[src/rtl/spike_weight_fetcher.sv]
// spike_weight_fetcher: takes one job (count plus packed synapse indices), reads
// each weight from a synchronous single-port SRAM, streams the weights out over
// valid/ready and reports the per-job weight sum.
module spike_weight_fetcher #(
   parameter int MAX_SPIKE = 128,
   parameter int N_SYNAPSE = 10000,
   parameter int IDX_W     = 14,
   parameter int W_W       = 8,
   parameter int CNT_W     = 8,
   parameter int SIGNED_W  = 0,
   parameter int SUM_W     = W_W + CNT_W
) (
   input  logic                       clk,
   input  logic                       rst,
   input  logic                       in_valid,
   output logic                       in_ready,
   input  logic [CNT_W-1:0]           num_spike,
   input  logic [IDX_W*MAX_SPIKE-1:0] index_in_flat,
   output logic                       mem_rd_en,
   output logic [IDX_W-1:0]           mem_rd_addr,
   input  logic [W_W-1:0]             mem_rd_data,
   output logic                       w_valid,
   input  logic                       w_ready,
   output logic [W_W-1:0]             w_data,
   output logic [CNT_W-1:0]           w_pos,
   output logic                       w_last,
   output logic                       sum_valid,
   output logic [SUM_W-1:0]           sum_out,
   output logic                       busy,
   output logic                       err_range,
   output logic                       err_count
);

   localparam logic [1:0] S_IDLE  = 2'd0;
   localparam logic [1:0] S_FETCH = 2'd1;
   localparam logic [1:0] S_DRAIN = 2'd2;
   localparam logic [1:0] S_DONE  = 2'd3;

   localparam int PW = (MAX_SPIKE > 1) ? $clog2(MAX_SPIKE) : 1;
   localparam logic [CNT_W:0] MAX_C = (CNT_W+1)'(MAX_SPIKE);
   localparam logic [IDX_W:0] N_LIM = (IDX_W+1)'(N_SYNAPSE);

   logic [1:0]       state;
   logic [CNT_W:0]   cnt_q;
   logic [CNT_W:0]   issue_pos;
   logic [IDX_W-1:0] idx_mem [MAX_SPIKE];
   logic [IDX_W-1:0] addr_q;

   // slot issued last cycle; its SRAM data is on mem_rd_data this cycle
   logic             inf_valid;
   logic             inf_oor;
   logic             inf_last;
   logic [CNT_W-1:0] inf_pos;

   logic [W_W-1:0]   f_data [2];
   logic [CNT_W-1:0] f_pos  [2];
   logic             f_last [2];
   logic             wr_ptr;
   logic             rd_ptr;
   logic [1:0]       occ;

   logic [SUM_W-1:0] acc;
   logic [SUM_W-1:0] sum_hold;

   logic             accept;
   logic             slot_go;
   logic             slot_last;
   logic             cur_oor;
   logic             pop;
   logic             fifo_pop;
   logic             push;
   logic             sign_bit;
   logic [CNT_W:0]   cnt_eff;
   logic [IDX_W-1:0] cur_idx;
   logic [W_W-1:0]   byp_data;
   logic [SUM_W-1:0] beat_ext;

   assign in_ready  = (state == S_IDLE);
   assign busy      = (state != S_IDLE);
   assign accept    = in_valid && in_ready;
   assign cnt_eff   = ({1'b0, num_spike} > MAX_C) ? MAX_C : {1'b0, num_spike};

   assign cur_idx   = idx_mem[issue_pos[PW-1:0]];
   assign cur_oor   = ({1'b0, cur_idx} >= N_LIM);
   assign slot_go   = (state == S_FETCH) && ((occ + {1'b0, inf_valid}) < 2'd2);
   assign slot_last = (issue_pos == cnt_q - 1'b1);

   // out-of-range slots still occupy the in-flight stage so beat order is kept
   assign mem_rd_en   = slot_go && !cur_oor;
   assign mem_rd_addr = mem_rd_en ? cur_idx : addr_q;

   assign byp_data  = (inf_valid && !inf_oor) ? mem_rd_data : '0;

   // stream head: FIFO entry if any, otherwise the returning SRAM word directly
   always_comb begin
      w_valid = inf_valid;
      w_data  = byp_data;
      w_pos   = inf_pos;
      w_last  = inf_last;
      if (occ != 2'd0) begin
         w_valid = 1'b1;
         w_data  = f_data[rd_ptr];
         w_pos   = f_pos[rd_ptr];
         w_last  = f_last[rd_ptr];
      end
   end

   assign pop      = w_valid && w_ready;
   assign fifo_pop = pop && (occ != 2'd0);
   assign push     = inf_valid && !(pop && (occ == 2'd0));

   assign sign_bit  = (SIGNED_W != 0) && w_data[W_W-1];
   assign beat_ext  = {{(SUM_W-W_W){sign_bit}}, w_data};
   assign sum_valid = (state == S_DONE);
   assign sum_out   = sum_valid ? acc : sum_hold;

   // capture the index list of an accepted job
   always_ff @(posedge clk) begin
      if (accept) begin
         for (int unsigned i = 0; i < MAX_SPIKE; i++) begin
            idx_mem[i] <= index_in_flat[i*IDX_W +: IDX_W];
         end
      end
   end

   // output FIFO storage
   always_ff @(posedge clk) begin
      if (push) begin
         f_data[wr_ptr] <= byp_data;
         f_pos[wr_ptr]  <= inf_pos;
         f_last[wr_ptr] <= inf_last;
      end
   end

   // output FIFO pointers and occupancy
   always_ff @(posedge clk or posedge rst) begin
      if (rst) begin
         wr_ptr <= 1'b0;
         rd_ptr <= 1'b0;
         occ    <= '0;
      end else begin
         if (push)     wr_ptr <= ~wr_ptr;
         if (fifo_pop) rd_ptr <= ~rd_ptr;
         occ <= occ + {1'b0, push} - {1'b0, fifo_pop};
      end
   end

   // job FSM, read issue, accumulator and sticky error flags
   always_ff @(posedge clk or posedge rst) begin
      if (rst) begin
         state     <= S_IDLE;
         cnt_q     <= '0;
         issue_pos <= '0;
         addr_q    <= '0;
         inf_valid <= 1'b0;
         inf_oor   <= 1'b0;
         inf_last  <= 1'b0;
         inf_pos   <= '0;
         acc       <= '0;
         sum_hold  <= '0;
         err_range <= 1'b0;
         err_count <= 1'b0;
      end else begin
         inf_valid <= slot_go;
         if (slot_go) begin
            inf_oor   <= cur_oor;
            inf_pos   <= issue_pos[CNT_W-1:0];
            inf_last  <= slot_last;
            issue_pos <= issue_pos + 1'b1;
            if (cur_oor) err_range <= 1'b1;
         end
         if (mem_rd_en) addr_q <= cur_idx;

         if (accept)   acc <= '0;
         else if (pop) acc <= acc + beat_ext;

         case (state)
            S_IDLE: begin
               if (accept) begin
                  cnt_q     <= cnt_eff;
                  issue_pos <= '0;
                  if ({1'b0, num_spike} > MAX_C) err_count <= 1'b1;
                  state <= (cnt_eff == '0) ? S_DONE : S_FETCH;
               end
            end
            S_FETCH: begin
               if (slot_go && slot_last) state <= S_DRAIN;
            end
            S_DRAIN: begin
               if (pop && w_last) state <= S_DONE;
            end
            default: begin
               sum_hold <= acc;
               state    <= S_IDLE;
            end
         endcase
      end
   end

endmodule

[config.mk]
export PLATFORM = sky130hd
export DESIGN_NAME = spike_weight_fetcher
export DESIGN_NICKNAME = d
export VERILOG_FILES = /design/src/rtl/spike_weight_fetcher.sv
export SDC_FILE = /design/constraint.sdc
export NUM_CORES = 2
export LEC_CHECK = 0
export CELL_PAD_IN_SITES_DETAIL_PLACEMENT = 0
export CELL_PAD_IN_SITES_GLOBAL_PLACEMENT = 2
export CORE_AREA = 5 5 722 724
export CTS_BUF_LIST = sky130_fd_sc_hd__clkbuf_8
export CTS_CLUSTER_DIAMETER = 30
export CTS_CLUSTER_SIZE = 10
export DETAILED_ROUTE_END_ITERATION = 10
export DIE_AREA = 0 0 727 729
export DONT_BUFFER_PORTS = 1
export GPL_TIMING_DRIVEN = 0
export HOLD_SLACK_MARGIN = 0.05
export PLACE_DENSITY_LB_ADDON = 0.1
export SLEW_MARGIN = 20
export SYNTH_ARGS = -nofsm -noshare
export SYNTH_HDL_FRONTEND = slang
export SYNTH_SLANG_ARGS = --single-unit
[constraint.sdc]
create_clock -name clk -period 88.2 [get_ports clk]
set_input_delay 17.64 -clock clk [delete_from_list [all_inputs] [get_ports clk]]
set_output_delay 17.64 -clock clk [all_outputs]
set_load 0.02 [all_outputs]
# Word level (Yosys, flattened, before mapping)

Memory sizes are Yosys's and may differ from the RTL's.
Index checks and enable logic that the tools add are counted.

Bits in writable memories: 1,826
Logic and storage cells: 83
Flip-flop bits (word level): 83
Output and inout port bits: 54
Bits of input ports: 1,812
Memories kept: 4

Memory list:

| memory  | words | bits a word | read ports | clocked after memory_dff | wr ports | RTL line | RTL |
|---|---|---|---|---|---|---|---|
| idx_mem | 128   | 14          | 1          | 0                        | 128      | 46       | `logic [IDX_W-1:0] idx_mem [MAX_SPIKE];` |
| f_data  | 2     | 8           | 1          | 0                        | 1        | 55       | `logic [W_W-1:0] f_data [2];` |
| f_pos   | 2     | 8           | 1          | 0                        | 1        | 56       | `logic [CNT_W-1:0] f_pos [2];` |
| f_last  | 2     | 1           | 1          | 0                        | 1        | 57       | `logic f_last [2];` |

Mux-type cells: 22
Bitwise operators: 2
Reductions and logical operators: 24
$add $sub $neg: 6
Magnitude comparators: 3
Equal/unequal tests: 7

Operators with widths:

| cell                                                                | number |
|---|---|
| 16-bit two-way mux                                                  | 3 |
| 8-bit two-way mux                                                   | 4 |
| 9-bit two-way mux                                                   | 3 |
| 16-bit by 8-bit adder with 16-bit output                            | 1 |
| 14-bit greater-or-equal comparator (second input constant)          | 1 |
| 14-bit two-way mux                                                  | 1 |
| 1-bit logical AND                                                   | 10 |
| 9-bit by 1-bit adder with 9-bit output (second input constant)      | 1 |
| 9-bit equality test                                                 | 1 |
| 9-bit zero test                                                     | 1 |
| 9-bit by 1-bit subtractor with 9-bit output (second input constant) | 1 |
| 8-bit greater-than comparator (second input constant)               | 1 |
| 2-bit two-way mux                                                   | 4 |
| 1-bit two-way mux                                                   | 6 |
| 2-bit case mux with 3 select lines                                  | 1 |
| 3-bit AND reduction                                                 | 2 |
| 2-bit nonzero test                                                  | 3 |
| 2-bit by 1-bit adder with 2-bit output                              | 2 |
| 2-bit equality test (second input constant)                         | 2 |
| 2-bit zero test                                                     | 2 |
| 2-bit by 1-bit != test with 1-bit output (second input constant)    | 2 |
| 2-bit AND reduction                                                 | 2 |
| 1-bit zero test                                                     | 3 |
| 3-bit OR reduction                                                  | 1 |
| 5 further kinds                                                     | 6 |

# Longest topological paths before layout

Word-level depth: 8
Depth in mapped cells: 17
Mapped depth without buffers: 16

# Least setup slack after synthesis

No wires, ideal clock.

Path type: input -> register
Start: input in_valid
End: memory idx_mem[0][0] (enable)
Arrival time: 66.239 ns
Setup time: 2.862 ns
Path buffers: 1
Stages on the path: 3
Slack: 19.099 ns
Path through: nand2_1 inv_1 clkbuf_1

RTL lines:

| what        | RTL line | RTL |
|---|---|---|
| from (decl) | 15       | `input logic in_valid,` |
| to (decl)   | 46       |  |

# Worst setup path in the final report

Start: input mem_rd_data[1]
End: output w_data[1]

Longest elaborated chain between the ends: 2

Ends and longest elaborated chain:

| what              | RTL line | RTL |
|---|---|---|
| from (decl)       | 21       | `input logic [W_W-1:0] mem_rd_data,` |
| 8-bit two-way mux | 92       | `assign byp_data = (inf_valid && !inf_oor) ? mem_rd_data : '0;` |
| 8-bit two-way mux | 100      | `if (occ != 2'd0) begin` |
| to (decl)         | 24       | `output logic [W_W-1:0] w_data,` |

Every way passes these cells.

==> flow_summary.ini <==
[global_route]
grt_remaining_overflow = 0
grt_start_max_net_pins = 57
first_global_vias = 43800
antenna_found_initial = 898
grt_usage_pct = 17.0
grt_first_pass_wirelength_um = 564000

[drt]
drtIter0Drc = 3718
first_pass_iters = 7
remaining_drc_errors = 0
vias_per_cell = 3.73
drtAntennaViolNets = 0
routed_wirelength_um = 469000
routedWlPerCell_um = 40.4
num_vias = 43400

[placement]
dp_hpwl_um = 379000
port_buffers = 0
place_ws_ps = 52190
gp_congestion = 0.767
dpl-instance-area_um2 = 84400

[sta]
rsz0062_at_grt = false
slew_violations = 0
period_needed_ps = 36020
finalSetupViolations = 0
slew_headroom_pct = 19.2
clock_skew_ps = 93.2
fmax_mhz = 27.8
layout_setup_ws_ps = 52180
tns_ps = 0
holdWs_ps = 498
hold_viol = 0
period_share_pct = 40.8
worst_pin_slew_ps = 1180

[logic_synthesis]
syn_area_um2 = 74100
synth.distinct_cells = 70
synthCells = 3406
ys.warnings.count = 0
syn_avg_cell_area_um2 = 21.7
syn_nets = 5236
seq_area_frac_synth_pct = 76.8
ys_seq_elements = 1908
synth_edf_count = 1826
ys_async_sr_fraction_pct = 4.30
synthFlopType = edfxtp_1

[critical_path]
worstRegToRegCells = 16
critPathKind = input port to output port
cp.required_ps = 70560
critPathLaunchType = input port
cp.arrival_ps = 18380
cp-end-kind = output port
cp_max_fo = 3

[worst_hold_path]
hold_path.class = flop to flop
whs_path_depth = 1

[floorplanning]
core_um2 = 515000
row_count = 264
die_area_um2 = 530000
die_height_um = 729
die_w_um = 727
start_util_pct = 14.4
ios = 1866

[clock_tree]
cts_buffers = 644
worst_skew_pair.late_latency_ps = 1190
cts_tree = yes
cts_max_path_buffers = 4
cts_hold_buf = 0
clockRootBuffer = clkbuf_8
cts.clk_slew.worst_paths_ps = 40
h-tree-depth = 6
post_cts_resized = 0
postCtsSetupBuffers = 0
cts.sinks = 1908

[layout]
layout-drive-gt1-share_pct = 35.7
finalInstanceArea_um2 = 98100
fin_nets = 5958
fin_util_pct = 19.1
fillers = 54800
area_growth_pct = 32.5

[job]
cap_violations = 0

[pwr]
p_leak_uw = 0.0315
peakVddDrop_uv = 16.2
p_per_area_nw_per_um2 = 38.0

[status]
outcome = finished, final reports clean
-- critical path, stage by stage --
cell,delay [ps]
and2_1,150
nand2_1,70
o21ai_1,510
-- flip-flops by register name (all words and copies together) (netlist names), 8 cells and up --
register / cells
idx_mem: 1792
acc: 16
f_data: 16
f_pos: 16
sum_hold: 16
addr_q: 14
issue_pos: 9
cnt_q: 8
inf_pos: 8
-- per-stage QoR --
stage / instances / total power, uW
after floorplan: 3406 / 2280
after global placement: 10200 / 3130
after detailed placement: 10300 / 2390
after CTS: 11400 / 3850
after global routing: 11500 / 3910
final: 11600 / 3730
-- per-layer routing --
layer	track usage, %	wire length [um]	vias up
li1	-	-	16300
met1	18.8	173000	21700
met2	30.8	240000	3207
met3	6.24	38800	1803
met4	3.79	15500	286
met5	0	1920	-
-- path summary, 6_finish.rpt --
check / startpoint / endpoint / slack (ps)
worst max-delay path: mem_rd_data[1] / w_data[1] / 52180
worst min-delay path: sum_hold[14] / sum_hold[14] / 500
worst max register to register: issue_pos[2] / addr_q[13] / 80000
worst min register to register: sum_hold[14] / sum_hold[14] / 500
max in group asynchronous: rst / addr_q[4] / 71020
min in group asynchronous: rst / acc[11] / 16310
-- where the power goes --
part / leakage (uW) / internal, uW / switching [uW]
Clock: 0.00731 / 855 / 563
Sequential: 0.0180 / 1220 / 59.4
Combinational: 0.00622 / 332 / 703
Total: 0.0315 / 2400 / 1330
-- synth_stat cells, drive strengths merged, types with 39 or more instances --
cell,n,share of area [%]
a211oi,39,0.40
a21oi,39,0.28
dfrtp,82,2.8
o22ai,43,0.36
o21ai,47,0.32
clkbuf,57,0.29
nor2,56,0.28
mux2i,122,1.6
mux2,92,1.4
mux4,432,13
buf,124,1.2
nand2,120,0.61
edfxtp,1826,74
-- area by class of cell --
class | instances | area (um^2) | share of cell area, %
sequential | 1908 | 56900 | 58.0
multi-input combinational | 1293 | 16100 | 16.4
clock buffer | 657 | 9040 | 9.22
tap | 6783 | 8490 | 8.65
clock inverter | 506 | 4160 | 4.24
timing repair buffer | 76 | 1680 | 1.72
buffer | 181 | 1160 | 1.18
antenna | 189 | 473 | 0.482
inverter | 24 | 97.6 | 0.0995
-- cells by family after synthesis --
family,synth area share [%]
fa+ha+maj,0.314
xor+xnor,0.378
compound gates,2.71
mux,16.2
buf+inv,1.58
simple gates,1.96
flops,76.8
-- cells in the final DEF, fill, tap and decap left out, types with 40 or more instances in the layout --
master        n
clkinv_2    111
nand2_1     118
nor2_1       54
buf_2        66
mux4_2      430
edfxtp_1   1826
dfrtp_1      82
inv_1       168
o22ai_1      40
mux2i_1     116
diode_2     189
bufinv_16    53
buf_16       41
mux2_2       84
clkinv_1    137
clkbuf_8    657
(Power assumes the default switching activity.)
